### config.mk
export PLATFORM = sky130hd
export DESIGN_NAME = uart_rx_packer
export DESIGN_NICKNAME = d
export VERILOG_FILES = /design/src/rtl/uart_rx_packer.sv
export SDC_FILE = /design/constraint.sdc
export NUM_CORES = 1
export LEC_CHECK = 0
export ABC_AREA = 1
export BUFFER_PORTS_ARGS = -buffer_cell sky130_fd_sc_hd__buf_2
export CORE_MARGIN = 2
export CORE_UTILIZATION = 42
export CTS_BUF_LIST = sky130_fd_sc_hd__clkbuf_2 sky130_fd_sc_hd__clkbuf_4 sky130_fd_sc_hd__clkbuf_8
export CTS_CLUSTER_DIAMETER = 80
export DETAILED_ROUTE_END_ITERATION = 6
export SLEW_MARGIN = 25
export SYNTH_ARGS = -nofsm -noshare
export SYNTH_HDL_FRONTEND = slang
export SYNTH_SLANG_ARGS = --single-unit
### constraint.sdc
create_clock -name clk -period 1.9 [get_ports clk]
set_input_delay 0.38 -clock clk [delete_from_list [all_inputs] [get_ports clk]]
set_output_delay 0.38 -clock clk [all_outputs]
set_load 0.03 [all_outputs]
### src/rtl/uart_rx_packer.sv
// 8N1 UART receiver (16x oversampling) packing N_BIT/8 bytes LSB-first into one word; valid rises 1 clk after final stop sample.
// Holds a single word: a completed word while one is pending (and not acked that cycle) is dropped with an overrun pulse.
`timescale 1ns/1ps
module uart_rx_packer #(
  parameter int BAUDRATE   = 115200,
  parameter int CLK_PERIOD = 100000000,
  parameter int N_BIT      = 8
) (
  input  logic             clk,
  input  logic             reset,
  input  logic             rx,
  output logic [N_BIT-1:0] data_out,
  output logic             data_valid,
  input  logic             data_ack,
  output logic             frame_err,
  output logic             overrun
);
  localparam int DIV = CLK_PERIOD / (BAUDRATE * 16);
  localparam int DW  = (DIV > 1) ? $clog2(DIV) : 1;
  localparam int NB  = N_BIT / 8;
  localparam int IW  = (NB > 1) ? $clog2(NB) : 1;

  typedef enum logic [2:0] {IDLE, START, DATA, STOP, BRK} state_e;

  state_e           state_q, state_d;
  logic             rx_meta_q, rx_sync_q, rx_prev_q;
  logic [DW-1:0]    div_q;
  logic [3:0]       os_q, os_d;
  logic [2:0]       bit_q, bit_d;
  logic [7:0]       shift_q, shift_d;
  logic [IW-1:0]    idx_q, idx_d;
  logic [N_BIT-1:0] word_q, word_d;
  logic [N_BIT-1:0] dout_q, dout_d;
  logic             dvld_q, dvld_d;
  logic             ferr_q, ferr_d;
  logic             ovr_q, ovr_d;
  logic             tick;
  logic             done;

  assign tick = (div_q == DW'(DIV - 1));

  always_ff @(posedge clk or negedge reset) begin
    if (!reset) begin
      rx_meta_q <= 1'b1;
      rx_sync_q <= 1'b1;
      rx_prev_q <= 1'b1;
      div_q     <= '0;
      state_q   <= IDLE;
      os_q      <= '0;
      bit_q     <= '0;
      shift_q   <= '0;
      idx_q     <= '0;
      word_q    <= '0;
      dout_q    <= '0;
      dvld_q    <= 1'b0;
      ferr_q    <= 1'b0;
      ovr_q     <= 1'b0;
    end else begin
      rx_meta_q <= rx;
      rx_sync_q <= rx_meta_q;
      rx_prev_q <= rx_sync_q;
      div_q     <= tick ? '0 : div_q + DW'(1);
      state_q   <= state_d;
      os_q      <= os_d;
      bit_q     <= bit_d;
      shift_q   <= shift_d;
      idx_q     <= idx_d;
      word_q    <= word_d;
      dout_q    <= dout_d;
      dvld_q    <= dvld_d;
      ferr_q    <= ferr_d;
      ovr_q     <= ovr_d;
    end
  end

  always_comb begin
    state_d = state_q;
    os_d    = os_q;
    bit_d   = bit_q;
    shift_d = shift_q;
    idx_d   = idx_q;
    word_d  = word_q;
    dout_d  = dout_q;
    dvld_d  = dvld_q;
    ferr_d  = 1'b0;
    ovr_d   = 1'b0;
    done    = 1'b0;

    if (dvld_q && data_ack) dvld_d = 1'b0;

    case (state_q)
      IDLE: begin
        if (rx_prev_q && !rx_sync_q) begin
          state_d = START;
          os_d    = '0;
        end
      end
      START: begin
        if (tick) begin
          if (os_q == 4'd7) begin
            if (rx_sync_q) begin
              state_d = IDLE;
            end else begin
              state_d = DATA;
              os_d    = '0;
              bit_d   = '0;
            end
          end else begin
            os_d = os_q + 4'd1;
          end
        end
      end
      DATA: begin
        if (tick) begin
          os_d = os_q + 4'd1;
          if (os_q == 4'd15) begin
            shift_d = {rx_sync_q, shift_q[7:1]};
            bit_d   = bit_q + 3'd1;
            if (bit_q == 3'd7) state_d = STOP;
          end
        end
      end
      STOP: begin
        if (tick) begin
          os_d = os_q + 4'd1;
          if (os_q == 4'd15) begin
            if (rx_sync_q) begin
              state_d = IDLE;
              for (int k = 0; k < NB; k++) begin
                if (idx_q == IW'(k)) word_d[8*k +: 8] = shift_q;
              end
              if (idx_q == IW'(NB - 1)) begin
                idx_d = '0;
                done  = 1'b1;
              end else begin
                idx_d = idx_q + IW'(1);
              end
            end else begin
              // Bad stop bit poisons the whole word being assembled.
              ferr_d  = 1'b1;
              idx_d   = '0;
              state_d = BRK;
            end
          end
        end
      end
      BRK: begin
        if (rx_sync_q) state_d = IDLE;
      end
      default: state_d = IDLE;
    endcase

    if (done) begin
      if (!dvld_q || data_ack) begin
        dout_d = word_d;
        dvld_d = 1'b1;
      end else begin
        ovr_d = 1'b1;
      end
    end
  end

  assign data_out   = dout_q;
  assign data_valid = dvld_q;
  assign frame_err  = ferr_q;
  assign overrun    = ovr_q;
endmodule
; ---- After elaboration in Yosys (flattened, before gate mapping)
; Index checks and enable logic that the tools add are counted.
; Widths: inputs -> output; s select.
[classes]
add_sub_neg = 4
n_mul = 0
div = 0
magnitude_cmp = 0
eq_ne = 20
n_shift = 0
mux = 46
bitwise = 0
n_reduce_logical = 15
[op_table]
columns = cell, count
row1 = $mux 3, 15
row2 = $mux 8, 5
row3 = $mux 4, 5
row4 = $ne 2x2->1 const B, 10
row5 = $mux 1, 16
row6 = $pmux 3 s5, 1
row7 = $pmux 4 s3, 1
row8 = $reduce_and 9->1, 1
row9 = $add 6x1->6 const B, 1
row10 = $eq 3x2->1 const B, 2
row11 = $eq 3x3->1 const B, 2
row12 = $eq 6x6->1 const B, 1
row13 = $mux 6, 1
row14 = $pmux 3 s2, 1
row15 = $reduce_and 3->1, 2
row16 = $reduce_and 6->1, 1
row17 = $reduce_and 5->1, 1
row18 = $add 4x1->4 const B, 1
row19 = $eq 4x3->1 const B, 1
row20 = $eq 4x4->1 const B, 1
row21 = $add 3x1->3 const B, 1
row22 = $eq 3x1->1 const B, 1
row23 = $logic_not 3->1, 1
row24 = $ne 3x3->1 const B, 1
row25 = 10 further kinds, 12
[totals]
register_bits = 47
latch_bits = 0
ramBits = 0
rom_bits = 0
in_bits = 4
out_inout_bits = 11
memories = 0

; ---- Longest topological paths before layout
[depth]
word_depth = 6
ltp_mapped = 10
mapped_depth_nobuf = 9

; ---- Worst setup path before layout
; No wires, ideal clock.
[synth_timing]
kind = register -> register
startpoint = reg div_q[1]
endpoint = reg dout_q[6], in the netlist data_out[6]
arrival_ns = 1.401
t_required_ns = 1.781
path_slack_ns = 0.381
path_stages_with_launch = 11
n_path_buf = 1
synth_period_minus_slack_ns = 1.519
path_cell_list = dfrtp_1 -> inv_1 -> ha_1 -> nand3_2 -> nor2_8 -> nand3_4 -> nor2_4 -> nand2_4 -> buf_6 -> nand2_1 -> o21ai_2
[synth_via]
elab_chain_len = 4
word_cells_on_any_way = 6
cone_classes = eq/ne (1) / mux (4) / reduce/logical (1)
[synth_rtl]
columns = item, line
row1 = from (decl), 27  ; logic [DW-1:0] div_q;
row2 = from (signal assigned), 62  ; div_q <= tick ? '0 : div_q + DW'(1);
row3 = $eq 6x6->1 *, 40  ; assign tick = (div_q == DW'(DIV - 1));
row4 = $mux 1, 124  ; if (tick) begin
row5 = $mux 1, 91  ; case (state_q)
row6 = $reduce_and 2->1 (no source line), --
row7 = to (signal assigned), 69  ; dout_q <= dout_d;
row8 = to (decl), 33  ; logic [N_BIT-1:0] dout_q, dout_d;
; Every way passes the cells marked *; elsewhere a longest branch is shown, timed or not.
; A chain may end at the register's enable or synchronous reset.

; ---- Worst setup path in the final report
[layout_timing]
startpoint = reg div_q[1]
endpoint = reg dout_q[3], in the netlist data_out[3]
; Same word-level chain as after synthesis.

==> reports/metrics.cfg <==
[timing]
fin_crit_sh = 0.831
worst_slew_margin_rel = 0.821
post-route-min-period_ns = 1.58
max_freq_mhz = 634
setup_viol_count_final = 0
hold-worst-slack_ns = 0.0449
maxSlewViolCount = 0
finalSetupTns_ns = 0
tightest_slew_ns = 0.269
finClkSkew_ns = 0.00679
rsz0062_at_grt = false
final_hold_viol_count = 0

[layout]
fillers = 395
final_cell_mix = nand2_1, dfrtp_1, inv_1, o21ai_0
final_nets = 223
syn2layout_area_growth_pct = 15.1
seq_area_um2 = 955
n_antenna_cell = 0
drive_above_1_share = 0.200
final_common_cell = nand2_1
multi_input_area_um2 = 691

[outcome]
outcome = completed

[clock_tree]
path_clk_slew_ns = 0.07
cts-resized-gates = 0
cts_sinks = 38
cts_made_buffers = 5
cts_setup_buffers = 0
cts_tree = done
hold_buffers = 0
htreeDepth = 2
cts_buffer_depth = 2
clock-root-buffer = clkbuf_8
insertion_delay_ns = 0.29

[worst_setup_path]
path_cells = inv_1 > ha_1 > nand3_2 > nor2_8 > nand3_4 > nor2_4 > nand2_4 > nand2_1 > o21ai_2
required_ns = 2.08
cp_max_fo = 16
cp_top_family = simple AND/OR/NAND/NOR gates
timing_worst_setup_path_type = reg -> reg
worstSetupEndpointType = flip-flop
critical-path-max-stage-delay_ns = 0.41
critPathSlowestCell = dfrtp_1
setup.worst_path.start_class = flip-flop
worst_ep_arrival_time_ns = 1.76
critPathBufInv = 1

[placement]
portBuffers = 14
dp_hpwl_mm = 2.01
gp_congestion = 0.841

[synthesis]
syn_avg_cell_area_um2 = 9.08
synth.net_count = 204
syn_area_um2 = 1770
synth_warnings = 0
yosysSeqAreaShare = 0.539
synth-seq-cells = 38
syn_inst = 195
yosysUniqueCellTypes = 24

[global_routing]
track_usage = 0.152
antenna_found_initial = 0
grt_first_pass_wirelength_mm = 5.13
grt_pass1_vias = 1180
grt_max_degree = 39
overflow = 0

[power_and_ir_drop]
p_leak_nw = 1.01
vdd_drop_max_uv = 509
power_density_nw_per_um2 = 1040

[routing]
drt-pass1-iter-count = 4
routed_wl_mm = 2.82
drc = 0
viasPerCell = 4.71
ant_nets = 0
vias = 1248
wl_per_cell_um = 10.6
drtIter0Drc = 55

[floorplan]
die_y_um = 68.9
ioPinCount = 15
fp-row-count = 23
start_util = 0.439
die-area_um2 = 4750
chipWidth_um = 68.9
coreArea_um2 = 4030

[job]
cap_violations = 0

[hold_path]
hold_path.class = in -> async

final cells by class:
type | count | area share
clock buffer | 6 | 0.0405
clock inverter | 2 | 0.0295
inverter | 26 | 0.0479
multi-input combinational | 128 | 0.339
sequential | 38 | 0.468
tap | 50 | 0.0307
timing repair buffer | 15 | 0.0442
through the flow:
step,power [mW],utilization,setup slack [ns],area (um^2),instances
2_1_floorplan,1.22,-,0.381,1770,195
3_3_place_gp,1.32,0.470,0.359,1900,257
3_5_place_dp,1.31,0.470,0.300,1900,257
4_1_cts,2.17,0.506,0.290,2040,265
5_1_grt,2.27,0.506,0.163,2040,265
6_report,2.13,0.506,0.322,2040,265
cell usage after synthesis:
master / number / area (um^2)
xnor2_1: 1 / 8.76
nand2_1: 53 / 199
dfstp_2: 3 / 78.8
nor2_4: 1 / 11.3
buf_6: 2 / 22.5
o21ai_0: 15 / 75.1
nand2_4: 1 / 11.3
nand3_1: 10 / 50.1
nor3_1: 1 / 5.00
inv_2: 1 / 3.75
nand3_4: 1 / 17.5
nand3_2: 2 / 20.0
nor2_1: 14 / 52.6
nor2_8: 1 / 20.0
buf_2: 1 / 5.00
a21oi_1: 7 / 35.0
nand4_1: 4 / 25.0
ha_1: 5 / 62.6
dfrtp_1: 35 / 876
inv_1: 25 / 93.8
and2_1: 1 / 6.26
nor2_2: 2 / 12.5
o21ai_2: 8 / 70.1
xor2_1: 1 / 8.76
flip-flops by register name, indices dropped and copies added (netlist names):
name and flops:
data_out 8, shift_q 8, div_q 6, os_q 4
bit_q 3, state_q 3, data_valid 1, frame_err 1
overrun 1, rx_meta_q 1, rx_prev_q 1, rx_sync_q 1
where the power goes:
| part | internal, mW | switching, mW |
|---|---|---|
| Combinational | 0.127 | 0.256 |
| Sequential | 0.859 | 0.0536 |
| Clock | 0.560 | 0.274 |
| Total | 1.55 | 0.584 |
kinds of logic (layout without fill, tap and decap cells):
group | after synthesis | count (layout) | share of synthesized area
adders and majority gates | 5 | 5 | 0.0353
and+or+nand+nor | 91 | 91 | 0.243
buffers and inverters | 29 | 49 | 0.0707
xor gates and xnor gates | 2 | 2 | 0.00990
DFF | 38 | 38 | 0.539
AOI/OAI and AO/OA | 30 | 30 | 0.102
layer usage:
metal / vias up / part of all wire / global-route usage
met5: - / 0 / 0
met4: 0 / 0.021 / 0.0735
met3: 4 / 0.045 / 0.0536
met2: 21 / 0.43 / 0.225
met1: 560 / 0.50 / 0.197
li1: 663 / - / -
worst paths after layout:
path,start,to,slack (ns),cells past startpoint
max in group asynchronous,reset,rx_prev_q,1.59,2
min in group clk,rx,rx_meta_q,0.18,1
max,div_q[1],data_out[3],0.32,9
max reg2reg,div_q[1],data_out[3],0.32,9
min reg2reg,rx_meta_q,rx_sync_q,0.36,0
min,reset,overrun,0.04,2
No activity file was read; power rests on OpenSTA's default activity.
